**src/rtl/lock_pkg.sv**
```systemverilog
// Shared types for the lock control path: lock FSM states, pulse_to_level
// states, and width helpers for the pulse_to_level counters.
package lock_pkg;

    typedef enum logic [1:0] {
        IDLE = 2'd0,
        HOLD = 2'd1,
        GAP  = 2'd2
    } p2l_state_t;

    typedef enum logic [1:0] {
        LOCK_LOCKED    = 2'd0,
        LOCK_UNLOCKING = 2'd1,
        LOCK_OPEN      = 2'd2,
        LOCK_LOCKING   = 2'd3
    } lock_state_t;

    function automatic int unsigned max3(input int unsigned a,
                                         input int unsigned b,
                                         input int unsigned c);
        int unsigned m;
        m = (a > b) ? a : b;
        return (m > c) ? m : c;
    endfunction

    // Hold/gap counter width; floor of 2 keeps the counter at least one bit wide.
    function automatic int unsigned p2l_cnt_w(input int unsigned hold_ticks,
                                              input int unsigned gap_ticks);
        return $clog2(max3(hold_ticks, gap_ticks, 2));
    endfunction

    function automatic int unsigned p2l_presc_w(input int unsigned div);
        return $clog2((div < 2) ? 2 : div);
    endfunction

endpackage

```
**src/rtl/tick_gen.sv**
```systemverilog
// Free-running prescaler emitting a one-cycle clock-enable every DIV clocks;
// clr restarts the count so the next tick lands exactly DIV cycles later.
module tick_gen
    import lock_pkg::*;
#(
    parameter int unsigned DIV = 100000000
) (
    input  logic clk,
    input  logic rst,
    input  logic clr,
    output logic tick
);

    localparam int unsigned     PW   = p2l_presc_w(DIV);
    localparam logic [PW-1:0]   LAST = PW'(DIV - 1);

    logic [PW-1:0] presc_q;
    logic [PW-1:0] presc_d;

    always_comb begin
        presc_d = presc_q + PW'(1);
        if (clr || (presc_q == LAST)) begin
            presc_d = '0;
        end
    end

    always_ff @(posedge clk or negedge rst) begin
        if (!rst) begin
            presc_q <= '0;
        end else begin
            presc_q <= presc_d;
        end
    end

    assign tick = (presc_q == LAST);

endmodule

```
**src/rtl/pulse_to_level.sv**
```systemverilog
// Stretches single-cycle strobes into a level held HOLD_TICKS slow ticks,
// followed by GAP_TICKS of busy low time. Define PULSE_TO_LEVEL_RETRIGGER_EN
// to let a strobe during the hold restart it instead of being dropped.
module pulse_to_level
    import lock_pkg::*;
#(
    parameter int unsigned DIV        = 100000000,
    parameter int unsigned HOLD_TICKS = 3,
    parameter int unsigned GAP_TICKS  = 1
) (
    input  logic clk,
    input  logic rst,
    input  logic pulse_in,
    output logic level_out,
    output logic busy,
    output logic drop
);

    localparam int unsigned   CW        = p2l_cnt_w(HOLD_TICKS, GAP_TICKS);
    localparam logic [CW-1:0] HOLD_LOAD = CW'(HOLD_TICKS - 1);
    localparam logic [CW-1:0] GAP_LOAD  = CW'((GAP_TICKS > 0) ? (GAP_TICKS - 1) : 0);

    p2l_state_t    state_q;
    logic [CW-1:0] cnt_q;
    logic          level_q;
    logic          busy_q;
    logic          drop_q;
    logic          accept;
    logic          tick;

`ifdef PULSE_TO_LEVEL_RETRIGGER_EN
    assign accept = pulse_in && ((state_q == IDLE) || (state_q == HOLD));
`else
    assign accept = pulse_in && (state_q == IDLE);
`endif

    tick_gen #(
        .DIV (DIV)
    ) u_tick_gen (
        .clk  (clk),
        .rst  (rst),
        .clr  (accept),
        .tick (tick)
    );

    // An accepted strobe outranks a coincident expiry tick.
    always_ff @(posedge clk or negedge rst) begin
        if (!rst) begin
            state_q <= IDLE;
            cnt_q   <= '0;
            level_q <= 1'b0;
            busy_q  <= 1'b0;
            drop_q  <= 1'b0;
        end else begin
            drop_q <= pulse_in && !accept;
            if (accept) begin
                state_q <= HOLD;
                cnt_q   <= HOLD_LOAD;
                level_q <= 1'b1;
                busy_q  <= 1'b1;
            end else if (tick) begin
                case (state_q)
                    HOLD: begin
                        if (cnt_q == '0) begin
                            level_q <= 1'b0;
                            if (GAP_TICKS == 0) begin
                                state_q <= IDLE;
                                busy_q  <= 1'b0;
                            end else begin
                                state_q <= GAP;
                                cnt_q   <= GAP_LOAD;
                            end
                        end else begin
                            cnt_q <= cnt_q - CW'(1);
                        end
                    end
                    GAP: begin
                        if (cnt_q == '0) begin
                            state_q <= IDLE;
                            busy_q  <= 1'b0;
                        end else begin
                            cnt_q <= cnt_q - CW'(1);
                        end
                    end
                    default: ;
                endcase
            end
        end
    end

    assign level_out = level_q;
    assign busy      = busy_q;
    assign drop      = drop_q;

endmodule

```
**config.mk**
```make
export PLATFORM = sky130hd
export DESIGN_NAME = pulse_to_level
export DESIGN_NICKNAME = d
export VERILOG_FILES = /design/src/rtl/lock_pkg.sv /design/src/rtl/tick_gen.sv /design/src/rtl/pulse_to_level.sv
export SDC_FILE = /design/constraint.sdc
export NUM_CORES = 1
export LEC_CHECK = 0
export ABC_AREA = 0
export BUFFER_PORTS_ARGS = -buffer_cell sky130_fd_sc_hd__buf_2
export CAP_MARGIN = 10
export CELL_PAD_IN_SITES_DETAIL_PLACEMENT = 1
export CELL_PAD_IN_SITES_GLOBAL_PLACEMENT = 2
export CORE_UTILIZATION = 39
export CTS_CLUSTER_DIAMETER = 40
export DETAILED_ROUTE_END_ITERATION = 8
export PLACE_DENSITY_LB_ADDON = 0.1
export SLEW_MARGIN = 20
export SYNTH_ARGS = -nofsm -noshare
export SYNTH_HDL_FRONTEND = slang
export SYNTH_HIERARCHICAL = 1
export SYNTH_SLANG_ARGS = --single-unit
```
**constraint.sdc**
```tcl
create_clock -name clk -period 2.4 [get_ports clk]
set_input_delay 0.12 -clock clk [delete_from_list [all_inputs] [get_ports clk]]
set_output_delay 0.12 -clock clk [all_outputs]
set_load 0.01 [all_outputs]
```
**Word level (Yosys, flattened, before mapping)**

Cells that the tools add are included.

- Flip-flop bits (word level): 34
- Bits of input ports: 3
- Output and inout bits: 3
- Word-level logic and storage cells: 47

- Add/sub/neg operators: 2
- Eq/ne operators: 6
- Muxes and demuxes: 18
- Reduce and logical (&&, ||, !) cells: 15

Operator list:

| kind | number |
|---|---|
| $add A27 B1 Y27 const B | 1 |
| $eq A27 B27 Y1 const B | 1 |
| $mux W27 | 1 |
| $mux W2 | 8 |
| $ne A3 B3 Y1 const B | 3 |
| $reduce_and A3 Y1 | 3 |
| $pmux W2 S2 | 2 |
| $reduce_bool A2 Y1 | 4 |
| $mux W1 | 7 |
| $logic_not A2 Y1 | 2 |
| $reduce_and A4 Y1 | 1 |
| $reduce_bool A3 Y1 | 1 |
| $eq A2 B1 Y1 const B | 1 |
| $eq A2 B2 Y1 const B | 1 |
| $logic_and A1 B1 Y1 | 2 |
| $sub A2 B1 Y2 const B | 1 |
| $logic_not A1 Y1 | 1 |
| $logic_or A1 B1 Y1 | 1 |

**Logic depth before layout (Yosys ltp)**

- Depth in word-level cells: 5
- Gate-level depth with buffers: 8
- Gate-level depth less buffers: 7

**Modules after synthesis**

The synthesis kept the hierarchy.

By module, submodules not included:

| module | instances | cells an instance | area an instance (um2) |
|---|---|---|---|
| tick_gen | 1 | 151 | 1417.6 |
| pulse_to_level | 1 | 35 | 335.3 |

**Least setup slack after synthesis**

Ideal clock, no wire load.

- Kind: register -> register
- Start point: reg u_tick_gen.presc_q[0]
- End point: reg level_q, in the netlist level_out
- Arrival: 1.939 ns
- Required time: 2.270 ns
- Setup slack: 0.331 ns
- Cell stages (with the launch flop): 9
- Path buffers: 1
- Clock period less this slack: 2.069 ns
- Path through: dfrtp_1 ha_1 and2_1 clkbuf_1 nand3_1 nor3_1 or3b_1 o21ai_0 o21ai_0

- Longest elaborated chain between the ends: 3

Ends and longest elaborated chain:

| what | RTL line | source |
|---|---|---|
| start: declaration | tick_gen.sv:17 | `logic [PW-1:0] presc_q;` |
| start signal: assignment | tick_gen.sv:31 | `presc_q <= presc_d;` |
| $eq A27 B27 Y1 | tick_gen.sv:35 | `assign tick = (presc_q == LAST);` |
| via tick | pulse_to_level.sv:29 | `logic tick;` |
| $reduce_bool A2 Y1 (no source line) | n/a |  |
| $reduce_and A3 Y1 (no source line) | n/a |  |
| end signal: assignment | pulse_to_level.sv:51 | `level_q <= 1'b0;` |
| end signal: assignment | pulse_to_level.sv:59 | `level_q <= 1'b1;` |
| end signal: assignment | pulse_to_level.sv:65 | `level_q <= 1'b0;` |
| end: declaration | pulse_to_level.sv:25 | `logic level_q;` |

The timed path passes the listed nets, and every way through them passes these cells.
A chain may end at the register's enable or synchronous reset.

**Final worst setup path**

Same ends and word-level chain as after synthesis.

==> flow_summary.toml <==
[timing]
finalSetupViolCount = 0
clock.fmax_mhz = 491
rsz0062_at_grt = "no"
post-route-period-util = 0.848
finalCriticalPeriod_ns = 2.04
hold_ws_ns = 0.140
relSlewSlack = 0.469
fin_skew_ns = 0.0104
worst_slew_pin_slew_ns = 0.796
finalMaxSlewViolations = 0
fin_tns_setup_ns = 0
hold_viol_final = 0

[clock_network]
clock_path_buffers = 2
htreeDepth = 2
cts.sinks = 34
insertion_delay_ns = 0.29
clockRootBuffer = "clkbuf_8"
cts_tree = "built"
numCtsBuffers = 5
cts.clk_slew.worst_paths_ns = 0.06
cts_setup_buffers = 0

[final_layout]
regArea_um2 = 851
fin_nets = 200
drive_above_1_share = 0.122
areaGrowthSynthToFinish_pct = 10.2
design_area_mm2 = 0.00193
fillCellCount = 506
multiInputGateArea_um2 = 842
fin_cells = 248
antenna_cells = 0

[flow_run]
maxCapViolCount = 0

[critical_path]
worstPathMaxFanout = 6
crit_arrival_ns = 2.19
r2r_end = "level_out"
rrSetupSlack_ns = 0.36
r2r_cells = 7
crit_path_end_kind = "flop"
required_ns = 2.55
criticalPathCategory = "reg2reg"
reg2reg_from = "u_tick_gen/presc_q[0]"
worstSetupStartpointType = "flop"

[synth]
yosys.area.top_type = "dfrtp_1"
synthAdderAreaFrac = 0.0136
async_reset_ff_frac = 1.00
synth-edff-count = 0
synthMuxAreaShare = 0
synth_top_family_by_area = "simple AND/OR/NAND/NOR gates"
synth_top_area_frac = 0.485
synth_compound_area_frac = 0.129
syn_inst = 186
ys_ff_latch = 34
yosys-top-cells-area = "dfrtp_1 (49%), a21oi_1 (4.6%), o21ai_0 (4.6%), nand4_1 (3.6%), xor2_1 (3.5%)"
yosysSeqAreaShare = 0.485
syn-cell-area_mm2 = 0.00175
synth_warnings = 6
synth_cell_types = 35
synth-simple-area-share = 0.277
ys.flop_type = "dfrtp_1"
avgSynthCellArea_um2 = 9.42
syn-num-nets = 190
synthXorXnorAreaFrac = 0.0600

[die]
core-area_mm2 = 0.00432
start_util = 0.405
io_pins = 6
chipHeight_um = 69.0
num_rows = 24
die-area_mm2 = 0.00477
dieWidth_um = 69.0

[power_and_ir_drop]
swShare = 0.218
p_seq_frac = 0.582
ir_worst_vdd_mv = 0.207
cellPowerDensity_mw_per_mm2 = 510
p_switching_uw = 215
total_power_uw = 986
p_int_uw = 771
pwr-share-comb = 0.017
pwr-share-clk = 0.401
p_leak_uw = 0.000775

[drt]
drt-initial-drc-count = 61
wl_per_cell_um = 16.9
via_count = 1442
detail-route-antenna-nets = 0
via_per_inst = 5.81
post-route-drc-count = 0
routed_wl_mm = 4.18
dr.pass1.iters = 4

[outcome]
status = "finished, final reports clean"

[global_routing]
grt_pass1_vias = 1542
antenna_found_initial = 0
grt_usage = 0.197
grt_first_pass_wirelength_mm = 7.38
grt_max_degree = 35
overflow = 0

[placed_design]
place_area_mm2 = 0.00184
dp_cells = 240
port-buffer-count = 5
gp_congestion = 0.760
hpwl_mm = 3.00

[min_path]
min_from = "pulse_in"
worstHoldPathCells = 2
hold_path_end = "drop"
hp-class = "in2reg"
==> state kept, by name, indices dropped and copies added, names as in the netlist <==
name and cells:
cnt_q 2, drop 1, state_q 2, busy 1, level_out 1, u_tick_gen/presc_q 27
==> area by class of cell <==
class	count	share of cell area
clock inverter	2	0.00518
timing repair buffer	10	0.0337
sequential	34	0.440
clock buffer	5	0.0356
multi-input combinational	137	0.436
inverter	8	0.0155
tap	52	0.0337
==> metal layers <==
| layer | global-route usage | vias to the layer above | part of all wire |
|---|---|---|---|
| met2 | 0.333 | 16 | 0.49 |
| met3 | 0.0468 | 10 | 0.029 |
| met4 | 0.0794 | 0 | 0.024 |
| met5 | 0 | - | 0 |
| li1 | - | 697 | - |
| met1 | 0.241 | 719 | 0.46 |
==> layout by cell type, fill, tap and decap left out, types with 2 or more instances in the layout <==
cell,synthesis,routed
buf_2,4,5
xor2_1,7,7
o21ai_0,16,16
nand2_1,11,11
inv_1,7,7
nand3_1,9,9
nand2b_1,2,2
clkbuf_8,0,5
a21oi_1,16,16
or4_1,6,6
xnor2_1,5,5
dfrtp_1,34,34
nor4_1,3,3
nand4_1,10,10
buf_4,0,4
or3_1,8,8
nor2_1,16,16
o31ai_1,6,6
and3_1,3,3
clkinv_2,0,2
and4_1,2,2
nor3_1,2,2
==> synthesized netlist by cell type (4+ instances only) <==
library cell  number
nor2_1            16
xor2_1             7
xnor2_1            5
or4_1              6
or3_1              8
a21oi_1           16
nand4_1           10
nand2_1           11
inv_1              7
o31ai_1            6
o21ai_0           16
buf_2              4
nand3_1            9
dfrtp_1           34
==> worst max path at each step <==
stage                     slack [ns]                   from  depth (start not counted)   endpoint
final                           0.36  u_tick_gen/presc_q[0]                          7  level_out
after global routing             0.1  u_tick_gen/presc_q[0]                          7       busy
after CTS                       0.24  u_tick_gen/presc_q[0]                          7       busy
after detailed placement        0.27  u_tick_gen/presc_q[0]                          8   cnt_q[0]
after global placement          0.30  u_tick_gen/presc_q[0]                          7  level_out
after floorplan                 0.33  u_tick_gen/presc_q[0]                          8  level_out
==> cell families (layout without fill, tap and decap cells) <==
| kind of cell | count (synthesis) | in the layout |
|---|---|---|
| AO/OA/AOI/OAI | 40 | 40 |
| XOR/XNOR | 12 | 12 |
| adder cells (fa/ha/maj) | 2 | 2 |
| buffers and inverters | 15 | 25 |
| flip-flops | 34 | 34 |
| AND/OR/NAND/NOR | 83 | 83 |
==> critical path: stages (launching register included) <==
cell and delay (ns):
dfrtp_1 0.36, ha_1 0.20, and2_2 0.23, nand3_1 0.16, nor3_1 0.27, or3b_1 0.44, o21ai_0 0.15, o21ai_0 0.10
==> stage by stage <==
stage | util | worst slack, ns
after floorplan | - | 0.331
after global placement | 0.426 | 0.300
after detailed placement | 0.426 | 0.266
after CTS | 0.446 | 0.244
after global routing | 0.447 | 0.0986
final | 0.447 | 0.364
==> what timing repair did <==
| item | in CTS | in global routing |
|---|---|---|
| setup endpoints to repair | 0 | 1 |
| hold buffers | 1 | 0 |
| endpoints found under the hold margin | 34 | 0 |
| resized for setup | 0 | 1 |
==> power groups by stage <==
stage	combinational [uW]	clock [uW]	sequential (uW)
floorplan	0.565	0	585
global placement	16.3	0	585
detailed placement	16.8	0	585
CTS	17.9	415	574
global route	19.9	439	573
finish	17.0	395	574
Note: power is estimated with default switching activity, not from simulation.
